===== config.mk =====
export PLATFORM = sky130hd
export DESIGN_NAME = colour_demodulator
export DESIGN_NICKNAME = d
export VERILOG_FILES = /design/src/rtl/colour_demodulator.sv
export SDC_FILE = /design/constraint.sdc
export NUM_CORES = 1
export LEC_CHECK = 0
export CELL_PAD_IN_SITES_DETAIL_PLACEMENT = 1
export CELL_PAD_IN_SITES_GLOBAL_PLACEMENT = 2
export CORE_MARGIN = 2
export CORE_UTILIZATION = 32
export CTS_BUF_LIST = sky130_fd_sc_hd__clkbuf_4
export CTS_CLUSTER_SIZE = 20
export DETAILED_ROUTE_END_ITERATION = 10
export PLACE_DENSITY_LB_ADDON = 0.1
export SLEW_MARGIN = 15
export SYNTH_ARGS = -nofsm -noshare
export SYNTH_HDL_FRONTEND = slang
export SYNTH_SLANG_ARGS = --single-unit

===== constraint.sdc =====
create_clock -name clk -period 2.8 [get_ports clk]
set_clock_uncertainty 0.05 [all_clocks]
set_input_delay 0.56 -clock clk [delete_from_list [all_inputs] [get_ports clk]]
set_output_delay 0.56 -clock clk [all_outputs]
set_load 0.01 [all_outputs]

===== src/rtl/colour_demodulator.sv =====
// colour_demodulator
// Measures a composite video sample stream over two windows and recovers the
// 64-entry palette colour code that produced it. The first window (MEAN)
// measures the average level, which gives the luma. The second window (PHASE)
// measures the peak-to-peak swing and the subcarrier phase at the first rising
// crossing of that average, which gives the hue. A free-running subcarrier NCO
// provides the phase reference, and it matches the transmit side.
//
// Ports:
//   clk        system clock (50 MHz)
//   reset      synchronous, active-high; aborts any measurement in progress
//   video      8-bit unsigned video sample, valid every clock
//   start      request a measurement (only honoured while idle)
//   busy       high whenever a measurement is in progress
//   done       one-cycle pulse when colourNum/amp have been updated
//   colourNum  {2'b00, luma[1:0], hue[3:0]}, held until the next done
//   amp        peak-to-peak amplitude seen in the phase window
module colour_demodulator #(
  parameter int          WIN_LOG2     = 6,
  parameter logic [23:0] FCW          = 24'd1201096,
  parameter logic [7:0]  PHASE_OFFSET = 8'h00,
  parameter logic [7:0]  CHROMA_MIN   = 8'h10,
  parameter logic [7:0]  L1_T         = 8'h50,
  parameter logic [7:0]  L2_T         = 8'h70,
  parameter logic [7:0]  L3_T         = 8'h90
) (
  input  logic       clk,
  input  logic       reset,
  input  logic [7:0] video,
  input  logic       start,
  output logic       busy,
  output logic       done,
  output logic [7:0] colourNum,
  output logic [7:0] amp
);

  localparam int SUM_W = 8 + WIN_LOG2;

  typedef enum logic [1:0] {IDLE, MEAN, PHASE, RESOLVE} state_t;

  state_t              state;
  state_t              state_next;
  logic [23:0]         acc;
  logic [7:0]          phase;
  logic [WIN_LOG2-1:0] cnt;
  logic                cnt_last;
  logic [SUM_W-1:0]    sum;
  logic [SUM_W-1:0]    sum_total;
  logic [7:0]          mean;
  logic [7:0]          prev;
  logic [7:0]          vmin;
  logic [7:0]          vmax;
  logic [7:0]          captured;
  logic                found;
  logic                crossing;

  logic [7:0]          amp_calc;
  logic [1:0]          luma;
  logic [7:0]          phase_adj;
  logic [11:0]         hue_prod;
  logic [3:0]          hue;

  assign phase     = acc[23:16];
  assign cnt_last  = &cnt;
  assign sum_total = sum + {{WIN_LOG2{1'b0}}, video};
  assign crossing  = (prev < mean) && (video >= mean);

  // Next-state logic; busy is simply "not idle".
  always_comb begin
    state_next = state;
    busy       = (state != IDLE);
    case (state)
      IDLE:    if (start)    state_next = MEAN;
      MEAN:    if (cnt_last) state_next = PHASE;
      PHASE:   if (cnt_last) state_next = RESOLVE;
      RESOLVE:               state_next = IDLE;
      default:               state_next = IDLE;
    endcase
  end

  // Result arithmetic. The hue is the top nibble of phase*12 (built as
  // phase*8 + phase*4, exact in 12 bits) plus one, so chroma hues are 1..12
  // and hue 0 is kept for "no chroma".
  always_comb begin
    amp_calc  = vmax - vmin;
    phase_adj = captured + PHASE_OFFSET;
    hue_prod  = {1'b0, phase_adj, 3'b000} + {2'b00, phase_adj, 2'b00};
    if (mean < L1_T)      luma = 2'd0;
    else if (mean < L2_T) luma = 2'd1;
    else if (mean < L3_T) luma = 2'd2;
    else                  luma = 2'd3;
    if (!found || (amp_calc < CHROMA_MIN)) hue = 4'd0;
    else                                   hue = hue_prod[11:8] + 4'd1;
  end

  // State register, NCO and measurement datapath. prev follows video every
  // cycle, so on PHASE entry it already holds the last MEAN sample.
  always_ff @(posedge clk) begin
    if (reset) begin
      state     <= IDLE;
      acc       <= 24'd0;
      done      <= 1'b0;
      colourNum <= 8'h00;
      amp       <= 8'h00;
      cnt       <= '0;
      sum       <= '0;
      mean      <= 8'h00;
      prev      <= 8'h00;
      vmin      <= 8'hFF;
      vmax      <= 8'h00;
      captured  <= 8'h00;
      found     <= 1'b0;
    end else begin
      state <= state_next;
      acc   <= acc + FCW;
      prev  <= video;
      done  <= 1'b0;
      case (state)
        IDLE: begin
          if (start) begin
            cnt   <= '0;
            sum   <= '0;
            vmin  <= 8'hFF;
            vmax  <= 8'h00;
            found <= 1'b0;
          end
        end
        MEAN: begin
          sum <= sum_total;
          cnt <= cnt + 1'b1;
          if (cnt_last) mean <= sum_total[SUM_W-1:WIN_LOG2];
        end
        PHASE: begin
          cnt <= cnt + 1'b1;
          if (video < vmin) vmin <= video;
          if (video > vmax) vmax <= video;
          // Only the first rising crossing in the window sets the phase.
          if (!found && crossing) begin
            captured <= phase;
            found    <= 1'b1;
          end
        end
        RESOLVE: begin
          colourNum <= {2'b00, luma, hue};
          amp       <= amp_calc;
          done      <= 1'b1;
        end
        default: ;
      endcase
    end
  end

endmodule


# Yosys cells after proc, flatten, opt, wreduce, memory -nomap -nowiden
# Cells that the tools add are included.
[totals] romBits=0 memories=0 latchBits=0 elab_cells=77 output_inout_bits=18 regBits=102 input_bits=11 mem_bits_rw=0
[classes] n_eq_ne=9 n_div=0 add_sub_neg=6 n_bitwise=0 reduce_logical=19 mux=22 n_shift=0 order_cmp=8 n_mul=0
[ops] op="8-bit 2-to-1 mux" count=4
[ops] op="8-bit case mux with 2 select lines" count=2
[ops] op="14-bit case mux with 2 select lines" count=1
[ops] op="24-bit by 21-bit adder with 24-bit output, second input constant" count=1
[ops] op="8-bit by 7-bit less-than comparator with 1-bit output, second input constant" count=2
[ops] op="8-bit less-than comparator" count=2
[ops] op="14-bit by 8-bit adder with 14-bit output" count=1
[ops] op="14-bit 2-to-1 mux" count=1
[ops] op="11-bit by 10-bit adder with 12-bit output" count=1
[ops] op="2-bit != test, second input constant" count=6
[ops] op="6-bit case mux with 2 select lines" count=1
[ops] op="3-bit AND reduction" count=4
[ops] op="2-bit 2-to-1 mux" count=5
[ops] op="8-bit >= comparator" count=1
[ops] op="8-bit greater-than comparator" count=1
[ops] op="8-bit by 5-bit less-than comparator with 1-bit output, second input constant" count=1
[ops] op="8-bit less-than comparator, second input constant" count=1
[ops] op="2-bit case mux with 4 select lines" count=1
[ops] op="2-bit nonzero test" count=4
[ops] op="8-bit subtractor" count=1
[ops] op="7-bit AND reduction" count=1
[ops] op="6-bit by 1-bit adder with 6-bit output, second input constant" count=1
[ops] op="6-bit 2-to-1 mux" count=1
[ops] op="2-bit AND reduction" count=3
[ops] op="12 further kinds" count=17

# Longest topological paths before layout
[depth] depth_word=5 ltp_mapped=10 depth_no_buf=10

# Worst setup path after synthesis
# Ideal clock, no wire load.
[synth_path] path_type="input to register" start="in video[0]" end="reg sum[10]" required_ns=2.676 setup_slack_ns=0.507 t_arrival_ns=2.169 n_path_buf=0 cell_stages=9 setup_time_ns=0.074 cell_sequence="ha_1 inv_1 fa_1 and2b_1 o2111ai_1 nand3_2 nand4_1 or3_1 a31oi_1"
[synth_via] elab_chain_cells=2
[synth_rtl] element="start: declaration" line="29" source="input logic [7:0] video,"
[synth_rtl] element="14-bit by 8-bit adder with 14-bit output" line="65" source="assign sum_total = sum + {{WIN_LOG2{1'b0}}, video};"
[synth_rtl] element="14-bit case mux with 2 select lines" line="118" source="case (state)"
[synth_rtl] element="end signal: assignment" line="129" source="sum <= sum_total;"
[synth_rtl] element="end: declaration" line="47" source="logic [SUM_W-1:0] sum;"
# No other way between the ends.
# A chain may end at the register's enable or synchronous reset.

# Worst setup path in the final report
[layout_path] start="reg state[0]" end="out busy"
[layout_via] elab_chain_cells=1
[layout_rtl] element="start: declaration" line="41" source="state_t state;"
[layout_rtl] element="start signal: assignment" line="114" source="state <= state_next;"
[layout_rtl] element="2-bit nonzero test" line="71" source="busy = (state != IDLE);"
[layout_rtl] element="end: declaration" line="31" source="output logic busy,"
# No other way between the ends.

==> flow_summary_export.csv <==
group,metric,value,unit
yosys,ys_seq_elements,99,
clock_tree,post_cts_buffers,0,
final_layout,fillers,2237,
critical_path,critPathSlowestCell,"clkdlybuf4s50_1",
yosys,async_reset_ff_share,0,%
critical_path,crit_start,"state[0]",
floorplanning,core,0.0188,mm²
critical_path,crit_path_end_kind,"output pin",
power_and_ir_drop,ir_drop,0.272,mV
yosys,synth_cells,718,
min_path,worstHoldStart,"acc[3]",
yosys,yosys-top-cells-area,"dfxtp_1 32%, ha_1 12%, nor2_1 4.4%",
grt,globalRoute.totalOverflow,0,
place,pre_cts_slack,-0.205,ns
critical_path,slowest_delay,0.55,ns
clock_tree,cts.sink_count,99,
yosys,synth_edf_count,0,
route,drtIter0Drc,239,
place,place_hpwl,12600,µm
critical_path,crit_path_frequent_cell,"inv_1",
critical_path,path_cells,"inv_1 > ha_1 > inv_1 > clkdlybuf4s50_1",
sta,slew_viol_final,0,
floorplanning,die_x,143,µm
route,firstDrtPassIters,4,
floorplanning,rows,50,
grt,grt_usage,17.0,%
critical_path,crit_required,2.19,ns
critical_path,path_class,"flip-flop to output pin",
route,routedWlPerCell,16.5,µm
yosys,synth_top_area_share,32.2,%
final_layout,area_growth,14.1,%
job,drv_cap,0,
yosys,synth.cell_area,0.00615,mm²
yosys,seq_area_frac_synth,32.2,%
clock_tree,holdBufCountCts,0,
sta,tns,0,ns
final_layout,stdcell_area,0.00702,mm²
critical_path,worst_ep_arrival_time,2.00,ns
power_and_ir_drop,p_leak,2.81,nW
yosys,syn_avg_cell_area,8.57,µm²
final_layout,multiInputGateArea,0.00386,mm²
status,status,"complete, no violations",
floorplanning,start_util,32.8,%
route,drc,0,
sta,fmax,382,MHz
place,placed_area,0.00687,mm²
yosys,synth.distinct_cells,72,
min_path,min_path_cells,1,
min_path,hold_class,"flip-flop to flip-flop",
floorplanning,io_pins,29,
clock_tree,cts_tree,"done",
power_and_ir_drop,p_per_area,555,mW/mm²
place,gp_congestion,0.725,
critical_path,r2r_setup_slack,0.38,ns
critical_path,timing.rr.start,"vmin[0]",
floorplanning,fp.dieH,143,µm
final_layout,final_common_cell,"dfxtp_1",
sta,layout_setup_ws,0.186,ns
yosys,synth_area_leader_cell,"dfxtp_1",
sta,rsz0062_at_grt,"no",
final_layout,mostFrequentLayoutCells,"99 x dfxtp_1, 72 x nor2_1, 60 x ha_1, 44 x nand2_1, 41 x inv_1",
grt,grt_max_degree,58,
sta,finalSetupViolCount,0,
sta,finalHoldViolCount,0,
critical_path,start_kind,"flip-flop",
route,drt_wl_total,16500,µm
yosys,synthFlopType,"dfxtp_1",
route,num_vias,5157,
final_layout,regArea,0.00198,mm²
clock_tree,cts_buffers,9,
min_path,hold_end,"acc[3]",
floorplanning,die_area,0.0203,mm²
final_layout,finalNetCount,832,
critical_path,worstPathMaxFanout,6,
clock_tree,insertion_delay,0.49,ns
clock_tree,cts_resized,0,
critical_path,timing.rr.end,"colourNum[3]",
grt,antenna_found_initial,1,
grt,grt_pass1_wl,27200,µm
clock_tree,htree_num_levels,3,
clock_tree,cts_buffer_depth,2,
critical_path,reg2reg_depth,9,
yosys,yosysWarningCount,0,
clock_tree,clk_pin_slew,0.17,ns
grt,grt_pass1_vias,5229,
sta,period_share,93.4,%
sta,period_needed,2.61,ns
route,viasPerCell,5.16,
place,io_buffers,26,
route,ant_nets,0,
clock_tree,ctsRootBufferMaster,"clkbuf_4",
final_layout,final_layout_size_suffix_gt1_share,9.55,%
-- routing by layer --
metal / global-route usage (%) / wire, µm / vias to the layer above
li1: - / - / 2634
met4: 5.00 / 206 / 0
met1: 22.4 / 8130 / 2469
met5: 0 / 0 / -
met2: 29.1 / 7780 / 43
met3: 2.11 / 332 / 11
-- cells in the mapped netlist, drive strengths merged (4+ instances only) --
| cell | count |
|---|---|
| ha | 60 |
| clkbuf | 19 |
| dfxtp | 99 |
| nand4 | 7 |
| nor2 | 72 |
| a2111oi | 8 |
| a31oi | 6 |
| o311ai | 4 |
| xnor2 | 21 |
| nor2b | 13 |
| or3 | 7 |
| and2 | 7 |
| nor3 | 24 |
| buf | 14 |
| o21bai | 4 |
| or2 | 5 |
| nand3b | 14 |
| nor4 | 13 |
| nand2b | 30 |
| xor2 | 16 |
| o21ai | 20 |
| a211oi | 21 |
| a22oi | 4 |
| a21oi | 39 |
| inv | 41 |
| and3 | 7 |
| mux2i | 24 |
| o21a | 9 |
| a21boi | 4 |
| nand2 | 44 |
| a21o | 14 |
| nand3 | 17 |
-- logic make-up (layout without fill, tap and decap cells) --
kind of cell    count (synthesis)  in the layout  synth area share [%]
other cells                     1              3                0.0610
xor+xnor                       37             37                  5.27
simple gates                  269            269                  23.0
compound gates                151            151                  17.4
fa+ha+maj                      62             62                  12.9
buf+inv                        74            119                  5.04
mux                            25             25                  4.09
flops                          99             99                  32.2
-- state kept, by name, summed over array words and instances, names as in the netlist --
signal     count
acc           21
found          1
captured       8
mean           8
done           1
amp            8
cnt            6
prev           8
vmin           8
colourNum      6
state          2
sum           14
vmax           8
-- power breakdown --
part	leakage, nW	total, W	internal (W)	switching, W
registers	0.806	0.00165	0.00153	0.000112
clock network	0.0782	0.000834	0.000280	0.000554
logic	1.93	0.00141	0.000574	0.000839
total	2.81	0.00389	0.00239	0.00150
-- worst max-delay path, delay by kind of cell, from the launching register on --
kind       cells  cell delay (ns)
fa+ha+maj      1             0.29
buf+inv        3             0.79
flops          1             0.43
-- through the flow --
step | total power (W) | utilization, % | hold WS [ns] | std cells
5_1_grt | 0.00418 | 37.4 | 0.429 | 999
4_1_cts | 0.00396 | 37.4 | 0.416 | 998
3_3_place_gp | 0.00307 | 36.6 | 0.378 | 982
2_1_floorplan | 0.00260 | - | 0.368 | 719
6_report | 0.00389 | 37.4 | 0.414 | 999
3_5_place_dp | 0.00311 | 36.6 | 0.400 | 982
-- how the worst max path moves through the flow --
stage / cells after the start / slack [ns] / endpoint
CTS: 4 / 0.14 / busy
global placement: 10 / -0.14 / sum[10]
global route: 4 / 0.06 / busy
finish: 4 / 0.19 / busy
detailed placement: 10 / -0.20 / sum[10]
floorplan: 9 / 0.51 / sum[10]
-- cell type report --
class	instances	share of cell area, %
timing repair buffer	62	8.24
tap	234	4.17
multi-input combinational	546	55.1
antenna	1	0.0357
clock buffer	9	0.963
sequential	99	28.3
clock inverter	7	1.09
inverter	41	2.19
Note: power is estimated with default switching activity, not from simulation.
